$ cat src/rtl/hazard_pkg.sv
// ============================================================================
// Module   : hazard_pkg
// Purpose  : Shared forward-select codes and memory-wait FSM states for
//            hazard_ctrl_mc.
// Revision : 1.0  initial release
// ============================================================================
`default_nettype none

package hazard_pkg;

    localparam logic [1:0] FWD_RF  = 2'b00;
    localparam logic [1:0] FWD_WB  = 2'b01;
    localparam logic [1:0] FWD_MEM = 2'b10;

    typedef enum logic [0:0] {
        RUN      = 1'b0,
        MEM_WAIT = 1'b1
    } mem_state_t;

endpackage

`default_nettype wire

$ cat src/rtl/md_busy_tracker.sv
// ============================================================================
// Module   : md_busy_tracker
// Purpose  : Occupancy counter for the multi-cycle multiply/divide unit.
// Revision : 1.0  initial release
// ============================================================================
`default_nettype none

module md_busy_tracker #(
    parameter int MD_LATENCY = 4
) (
    input  logic clk,
    input  logic rst,
    input  logic md_start_e,
    input  logic mem_stall,
    output logic md_busy,
    output logic md_accept
);

    localparam int             CW      = $clog2(MD_LATENCY + 1);
    localparam logic [CW-1:0]  LAT_CNT = CW'(MD_LATENCY);

    logic [CW-1:0] md_cnt;

    assign md_busy   = (md_cnt != '0);
    // A frozen pipeline cannot hand the op to the unit; a busy unit refuses it.
    assign md_accept = md_start_e && !mem_stall && !md_busy;

    always_ff @(posedge clk or posedge rst) begin
        if (rst) begin
            md_cnt <= '0;
        end else if (md_accept) begin
            md_cnt <= LAT_CNT;
        end else if (md_busy) begin
            md_cnt <= md_cnt - 1'b1;
        end
    end

endmodule

`default_nettype wire

$ cat src/rtl/hazard_ctrl_mc.sv
// ============================================================================
// Module   : hazard_ctrl_mc
// Purpose  : MIPS 5-stage hazard controller: forwarding, load-use/branch/
//            mul-div stalls, jump flush and variable-latency memory freeze.
//            Optional macro HAZARD_PERF_EN adds stall/flush cycle counters.
// Revision : 1.0  initial release
// ============================================================================
`default_nettype none

module hazard_ctrl_mc
    import hazard_pkg::*;
#(
    parameter int REG_W       = 5,
    parameter int MD_LATENCY  = 4,
    parameter int MEM_TIMEOUT = 255,
    parameter int PERF_W      = 32
) (
    input  logic              clk,
    input  logic              reset,
    input  logic [REG_W-1:0]  RsD,
    input  logic [REG_W-1:0]  RtD,
    input  logic [REG_W-1:0]  RsE,
    input  logic [REG_W-1:0]  RtE,
    input  logic [REG_W-1:0]  WriteRegE,
    input  logic [REG_W-1:0]  WriteRegM,
    input  logic [REG_W-1:0]  WriteRegW,
    input  logic              BranchD,
    input  logic              jumpD,
    input  logic              MemtoRegE,
    input  logic              RegWriteE,
    input  logic              MemtoRegM,
    input  logic              RegWriteM,
    input  logic              RegWriteW,
    input  logic              MdStartD,
    input  logic              MdStartE,
    input  logic              MdReadD,
    input  logic              MemReqM,
    input  logic              MemReadyM,
    output logic              StallF,
    output logic              StallD,
    output logic              StallE,
    output logic              StallM,
    output logic              FlushE,
    output logic              FlushW,
    output logic              ForwardAD,
    output logic              ForwardBD,
    output logic [1:0]        ForwardAE,
    output logic [1:0]        ForwardBE,
    output logic              MdBusy,
    output logic              MemErr,
    output logic [PERF_W-1:0] StallCycles,
    output logic [PERF_W-1:0] FlushCycles
);

    localparam int              WCW         = $clog2(MEM_TIMEOUT + 1);
    localparam logic [WCW-1:0]  TIMEOUT_CNT = WCW'(MEM_TIMEOUT);

    mem_state_t     state, state_next;
    logic [WCW-1:0] wait_cnt, wait_cnt_next;
    logic           mem_miss, timeout_hit, memstall;
    logic           md_busy, md_accept;
    logic           lwstall, branchstall, mdstall, hazard_stall;
    logic [1:0]     fwd_ae, fwd_be;

    assign mem_miss    = MemReqM && !MemReadyM;
    assign timeout_hit = mem_miss && (wait_cnt == TIMEOUT_CNT);
    assign memstall    = mem_miss && !timeout_hit;

    always_ff @(posedge clk or posedge reset) begin
        if (reset) begin
            state    <= RUN;
            wait_cnt <= '0;
        end else begin
            state    <= state_next;
            wait_cnt <= wait_cnt_next;
        end
    end

    always_comb begin
        state_next    = state;
        wait_cnt_next = wait_cnt;
        case (state)
            RUN: begin
                if (mem_miss) begin
                    state_next    = MEM_WAIT;
                    wait_cnt_next = WCW'(1);
                end
            end
            MEM_WAIT: begin
                // Ready, dropped request or timeout all end the access.
                if (!mem_miss || timeout_hit) begin
                    state_next    = RUN;
                    wait_cnt_next = '0;
                end else begin
                    wait_cnt_next = wait_cnt + 1'b1;
                end
            end
            default: begin
                state_next    = RUN;
                wait_cnt_next = '0;
            end
        endcase
    end

    md_busy_tracker #(
        .MD_LATENCY (MD_LATENCY)
    ) u_md_busy_tracker (
        .clk        (clk),
        .rst        (reset),
        .md_start_e (MdStartE),
        .mem_stall  (memstall),
        .md_busy    (md_busy),
        .md_accept  (md_accept)
    );

    assign MdBusy = md_busy;

    assign fwd_ae = (RsE != '0 && RsE == WriteRegM && RegWriteM) ? FWD_MEM :
                    (RsE != '0 && RsE == WriteRegW && RegWriteW) ? FWD_WB  : FWD_RF;
    assign fwd_be = (RtE != '0 && RtE == WriteRegM && RegWriteM) ? FWD_MEM :
                    (RtE != '0 && RtE == WriteRegW && RegWriteW) ? FWD_WB  : FWD_RF;

    assign lwstall     = MemtoRegE && (RtE != '0) && (RsD == RtE || RtD == RtE);
    assign branchstall = BranchD &&
        ((RegWriteE && WriteRegE != '0 && (WriteRegE == RsD || WriteRegE == RtD)) ||
         (MemtoRegM && WriteRegM != '0 && (WriteRegM == RsD || WriteRegM == RtD)));
    assign mdstall      = (MdReadD || MdStartD) && (md_busy || md_accept);
    assign hazard_stall = lwstall || branchstall || mdstall;

    always_comb begin
        StallF    = 1'b0;
        StallD    = 1'b0;
        StallE    = 1'b0;
        StallM    = 1'b0;
        FlushE    = 1'b0;
        FlushW    = 1'b0;
        ForwardAD = 1'b0;
        ForwardBD = 1'b0;
        ForwardAE = FWD_RF;
        ForwardBE = FWD_RF;
        MemErr    = 1'b0;
        if (!reset) begin
            ForwardAE = fwd_ae;
            ForwardBE = fwd_be;
            ForwardAD = (RsD != '0) && (RsD == WriteRegM) && RegWriteM;
            ForwardBD = (RtD != '0) && (RtD == WriteRegM) && RegWriteM;
            MemErr    = timeout_hit;
            // A memory freeze holds every stage and overrides all other hazards.
            if (memstall) begin
                StallF = 1'b1;
                StallD = 1'b1;
                StallE = 1'b1;
                StallM = 1'b1;
                FlushW = 1'b1;
            end else begin
                StallF = hazard_stall;
                StallD = hazard_stall;
                FlushE = hazard_stall || jumpD;
            end
        end
    end

`ifdef HAZARD_PERF_EN
    logic [PERF_W-1:0] stall_cnt, flush_cnt;

    always_ff @(posedge clk or posedge reset) begin
        if (reset) begin
            stall_cnt <= '0;
            flush_cnt <= '0;
        end else begin
            if ((StallF || StallD || StallE || StallM) && stall_cnt != '1)
                stall_cnt <= stall_cnt + 1'b1;
            if ((FlushE || FlushW) && flush_cnt != '1)
                flush_cnt <= flush_cnt + 1'b1;
        end
    end

    assign StallCycles = stall_cnt;
    assign FlushCycles = flush_cnt;
`else
    assign StallCycles = '0;
    assign FlushCycles = '0;
`endif

endmodule

`default_nettype wire

$ cat config.mk
export PLATFORM = sky130hd
export DESIGN_NAME = hazard_ctrl_mc
export DESIGN_NICKNAME = d
export VERILOG_FILES = /design/src/rtl/hazard_pkg.sv /design/src/rtl/md_busy_tracker.sv /design/src/rtl/hazard_ctrl_mc.sv
export SDC_FILE = /design/constraint.sdc
export NUM_CORES = 1
export LEC_CHECK = 0
export CORE_MARGIN = 5
export CORE_UTILIZATION = 40
export CTS_CLUSTER_DIAMETER = 200
export DETAILED_ROUTE_END_ITERATION = 6
export PLACE_DENSITY = 0.86
export SYNTH_ARGS = -nofsm -noshare
export SYNTH_HDL_FRONTEND = slang
export SYNTH_SLANG_ARGS = --single-unit
export TNS_END_PERCENT = 10
$ cat constraint.sdc
create_clock -name clk -period 3.3 [get_ports clk]
set_input_delay 0.33 -clock clk [delete_from_list [all_inputs] [get_ports clk]]
set_output_delay 0.33 -clock clk [all_outputs]
set_load 0.02 [all_outputs]
# After elaboration in Yosys (flattened, before gate mapping)
# Index checks and enable logic that the tools add are counted.
# word_totals
register_bits	12
input_bits	49
out_inout_bits	78
elab_cells	91
# classes
n_addsub	2
n_eq_ne	14
muxes	23
bitwise	1
reduce_logical	48
# op_table
cell	count
5-bit == test	12
5-bit nonzero test	6
1-bit logical AND	25
8-bit 2-to-1 mux	2
8-bit case mux with 2 select lines	1
1-bit 2-to-1 mux	13
1-bit logical OR	10
8-bit by 1-bit adder with 8-bit output, second input constant	1
8-bit == test, second input constant	1
2-bit 2-to-1 mux	4
3-bit 2-to-1 mux	2
1-bit logical NOT	5
3-bit nonzero test	1
3-bit by 1-bit subtractor with 3-bit output, second input constant	1
2-bit inequality test, second input constant	1
1-bit case mux with 2 select lines	1
2-bit nonzero test	1
1-bit inverter	1

# Longest topological paths before layout
# depth
word_depth	14
mapped_depth	7
depth_no_buf	6

# Hierarchy
# Synthesis repeated with hierarchy kept, for this count alone.
# unflattened
hier_cells	249
hier_area_um2	1970.6
# by_module_without_submodules
mod	n_inst	cells_per_inst	area_per_inst_um2	seq_area_each_um2
hazard_ctrl_mc	1	230	1775.5	225.2
md_busy_tracker	1	19	195.2	75.1

# Worst setup path after synthesis
# OpenSTA, ideal clock, no wires.
# synth_path
path_type	flip-flop to output port
start	register wait_cnt[0]
end	output StallF
arrival_ns	2.304
required_time_ns	2.970
setup_slack_ns	0.666
stages_incl_launch_ff	8
path_buffers	1
path_cell_list	dfrtp_1 -> ha_1 -> nand3_1 -> nor2_1 -> nor3_1 -> a221oi_1 -> a31oi_1 -> buf_4
# synth_via
elab_chain_len	12
# synth_rtl
item	line_no	rtl
from (decl)	hazard_ctrl_mc.sv:59	logic [WCW-1:0] wait_cnt, wait_cnt_next;
from (signal assigned)	hazard_ctrl_mc.sv:75	wait_cnt <= wait_cnt_next;
8-bit == test *	hazard_ctrl_mc.sv:66	assign timeout_hit = mem_miss && (wait_cnt == TIMEOUT_CNT);
1-bit logical AND *	hazard_ctrl_mc.sv:66	
1-bit logical NOT *	hazard_ctrl_mc.sv:67	assign memstall = mem_miss && !timeout_hit;
1-bit logical AND *	hazard_ctrl_mc.sv:67	
1-bit logical NOT	md_busy_tracker.sv:26	assign md_accept = md_start_e && !mem_stall && !md_busy;
1-bit logical AND (2 in a row)	md_busy_tracker.sv:26	
1-bit logical OR	hazard_ctrl_mc.sv:127	assign mdstall = (MdReadD || MdStartD) && (md_busy || md_accept);
1-bit logical AND	hazard_ctrl_mc.sv:127	
1-bit logical OR	hazard_ctrl_mc.sv:128	assign hazard_stall = lwstall || branchstall || mdstall;
1-bit 2-to-1 mux * (2 in a row)	--	
to (decl)	hazard_ctrl_mc.sv:39	output logic StallF,
# Mark *: on every way between the ends. The rest lies on a longest branch, timed or not.

# Worst setup path after layout
# layout_path
start	register wait_cnt[0]
end	output StallF
# layout_via
elab_chain_len	12
# layout_rtl
item	line_no	rtl
8-bit == test *	hazard_ctrl_mc.sv:66	
1-bit logical AND *	hazard_ctrl_mc.sv:66	
1-bit logical NOT *	hazard_ctrl_mc.sv:67	
1-bit logical AND *	hazard_ctrl_mc.sv:67	
1-bit logical NOT	md_busy_tracker.sv:26	
1-bit logical AND (2 in a row)	md_busy_tracker.sv:26	
1-bit logical OR	hazard_ctrl_mc.sv:127	
1-bit logical AND	hazard_ctrl_mc.sv:127	
1-bit logical OR	hazard_ctrl_mc.sv:128	
1-bit 2-to-1 mux *	hazard_ctrl_mc.sv:149	if (memstall) begin
1-bit 2-to-1 mux *	hazard_ctrl_mc.sv:142	if (!reset) begin
# Marks and branches as above.

==> qor.txt <==
Hold Path Class: register to register
Most frequent cells in the layout: conb_1 (64), clkdlybuf4s50_1 (62), xnor2_1 (37)
Hold Buf Count CTS: 0
Top cells by area, synth: buf_4 (26%), xnor2_1 (17%), dfrtp_1 (16%)
Synth-to-layout area growth: 23.42%
Starting Density: 40.88%
Fillers: 461
Synth top area share: 26.22%
RSZ-0062 raised after global routing: false
Port Buf Inserts: 62
GPL Wtd Cong: 0.8944
DRC viols: 0
Synth async-reset ratio: 100.0%
Area leader, netlist: buf_4
WL/cell: 13.43 µm
Routed Antenna Nets: 0
Maximum clock path buffer count: 2
Largest net degree at the start of global routing: 14
Peak supply drop: 0.1347 mV
Max Clock Skew: 1.105 ps
First-pass GRT wire length: 7.514 mm
Synth unique cells: 37
Total Wirelength: 4.807 mm
Min-delay src: wait_cnt[7]$_DFFE_PP0P_
WP data required: 2970 ps
Post-synthesis average cell area: 7.734 µm²
Via/cell ratio: 4.782
I/O pins: 127
Layout cells sized above 1: 3.289%
Power Dens Cells: 287.5 nW/µm²
Largest family of logic cells by synthesized area: buffers and inverters
CTS tree: yes
Synth Area in Simple Gates: 18.79%
CP arrival: 2690 ps
RR Startpoint: wait_cnt[0]$_DFFE_PP0P_
DRT iter0 DRCs: 116
WHS: 490.2 ps
Post-Synth XOR/XNOR Area: 21.92%
Compound-Gate Fraction of Synth Area: 11.81%
Clk slew on worst S/H paths: 50 ps
Full die area: 6280 µm²
Status: complete, no violations
Leakage: 0.9720 nW
Worst-Margin Slew: 564.6 ps
Die Y: 79.25 µm
Startpoint class of the critical path: register
Cts repair resizes: 0
F_max: 330.6 MHz
Predominant post-synthesis flop cell: dfrtp_1
Hold Vio Cnt, Final: 0
Initial antenna violation count: 0
Number of synthesized flops with an enable pin: 0
Critical Path End Type: output port
CP startpoint: wait_cnt[0]$_DFFE_PP0P_
Vias in the first global route: 1,646
Adder-cell area share of the yosys netlist: 1.957%
CTS Root Cell: clkbuf_8
Gate Count Post-Synth: 248
Core area: 4692 µm²
Worst slew margin: 62.19%
Max Slew Vio Count: 0
#FFs+latches synth: 12
Clk sinks: 12
Mapped Area: 1918 µm²
Postcts setup bufs: 0
YS warnings: 0
Worst Path Max Fanout: 5
GRT Resource Usage Total: 14.77%
Post-synthesis sequential area ratio: 15.66%
Setup TNS: 0 ps
# nets final: 358
Final setup fails: 0
# H-tree levels: 1
Tmin final: 3025 ps
CTS buffer count: 3
Pre-antenna DRT Iters: 4
Core Rows: 25
Most common cell after layout, fill and taps aside: conb_1
Post-DP HPWL: 4.153 mm
Worst setup path class: register to output port
Max-cap violations: 0
Worst-Skew Late Latency: 240 ps
GRT overflow: 0
Fin crit share: 91.66%
Mux cell area share after synthesis: 0%
ANT cells: 0
Vias: 1,712
Die W: 79.25 µm
cell type report:
class / instances / area, µm² / area share (%)
Clock buffer: 3 / 41.29 / 1.744
Inverter: 6 / 22.52 / 0.9514
Timing Repair Buffer: 66 / 650.6 / 27.48
Sequential cell: 12 / 300.3 / 12.68
Multi-Input combinational cell: 217 / 1285 / 54.28
Tap cell: 54 / 67.56 / 2.854
critical path, stage by stage, from the launching register on:
cell             delay (ps)
dfrtp_1                 410
ha_1                    220
nand3_1                 170
o21ai_0                 360
a21o_1                  240
o21ai_0                 150
a31oi_1                 260
clkdlybuf4s50_1         650
stage by stage:
step | worst slack, ps | cell area, µm² | power [mW] | std cells | util (%)
after CTS | 289.8 | 2367 | 0.6839 | 358 | 50.45
after global routing | 74.51 | 2367 | 0.7329 | 358 | 50.45
after global placement | 403.1 | 2326 | 0.5381 | 355 | 49.57
after floorplan | 666.5 | 2155 | 0.4828 | 311 | -
final | 275.1 | 2367 | 0.6805 | 358 | 50.45
after detailed placement | 377.2 | 2326 | 0.5501 | 355 | 49.57
state kept, by name, summed over array words and instances (netlist names):
signal,count
state,1
wait_cnt,8
u_md_busy_tracker.md_cnt,3
synth_stat cells, drive strengths merged (6+ instances only):
master and instances:
inv 6, clkbuf 6, dfrtp 12, buf 70, nor2 12, nor3 6, nand3 11, o21ai 12
xnor2 37, xor2 11, nand2 11
cells by family (layout without fill, tap and decap cells):
family          after synthesis  in the layout
xor+xnor                     48             48
flops                        12             12
other cells                   1             64
simple gates                 67             67
compound gates               35             35
fa+ha+maj                     3              3
buf+inv                      82             75
where the power goes:
part | internal [mW] | total, mW | switching, mW
logic | 0.157 | 0.361 | 0.203
registers | 0.172 | 0.187 | 0.0154
clock network | 0.0804 | 0.133 | 0.0526
path summary, 6_finish.rpt:
path                                           endpoint  slack [ps]  cells past startpoint
worst min-delay path            wait_cnt[7]$_DFFE_PP0P_         490                      1
worst max register to register  wait_cnt[3]$_DFFE_PP0P_        1510                      6
max in group asynchronous       wait_cnt[6]$_DFFE_PP0P_        2450                      4
worst min register to register  wait_cnt[7]$_DFFE_PP0P_         490                      1
worst max-delay path                             StallF         280                      7
min in group asynchronous       wait_cnt[0]$_DFFE_PP0P_         690                      4
per-layer routing:
metal / share of wire [%] / global-route usage (%)
met5: 0 / 0
met4: 1.0 / 4.296
met3: 9.9 / 3.175
met2: 49 / 26.09
met1: 40 / 17.87
No activity file was read; power rests on OpenSTA's default activity.
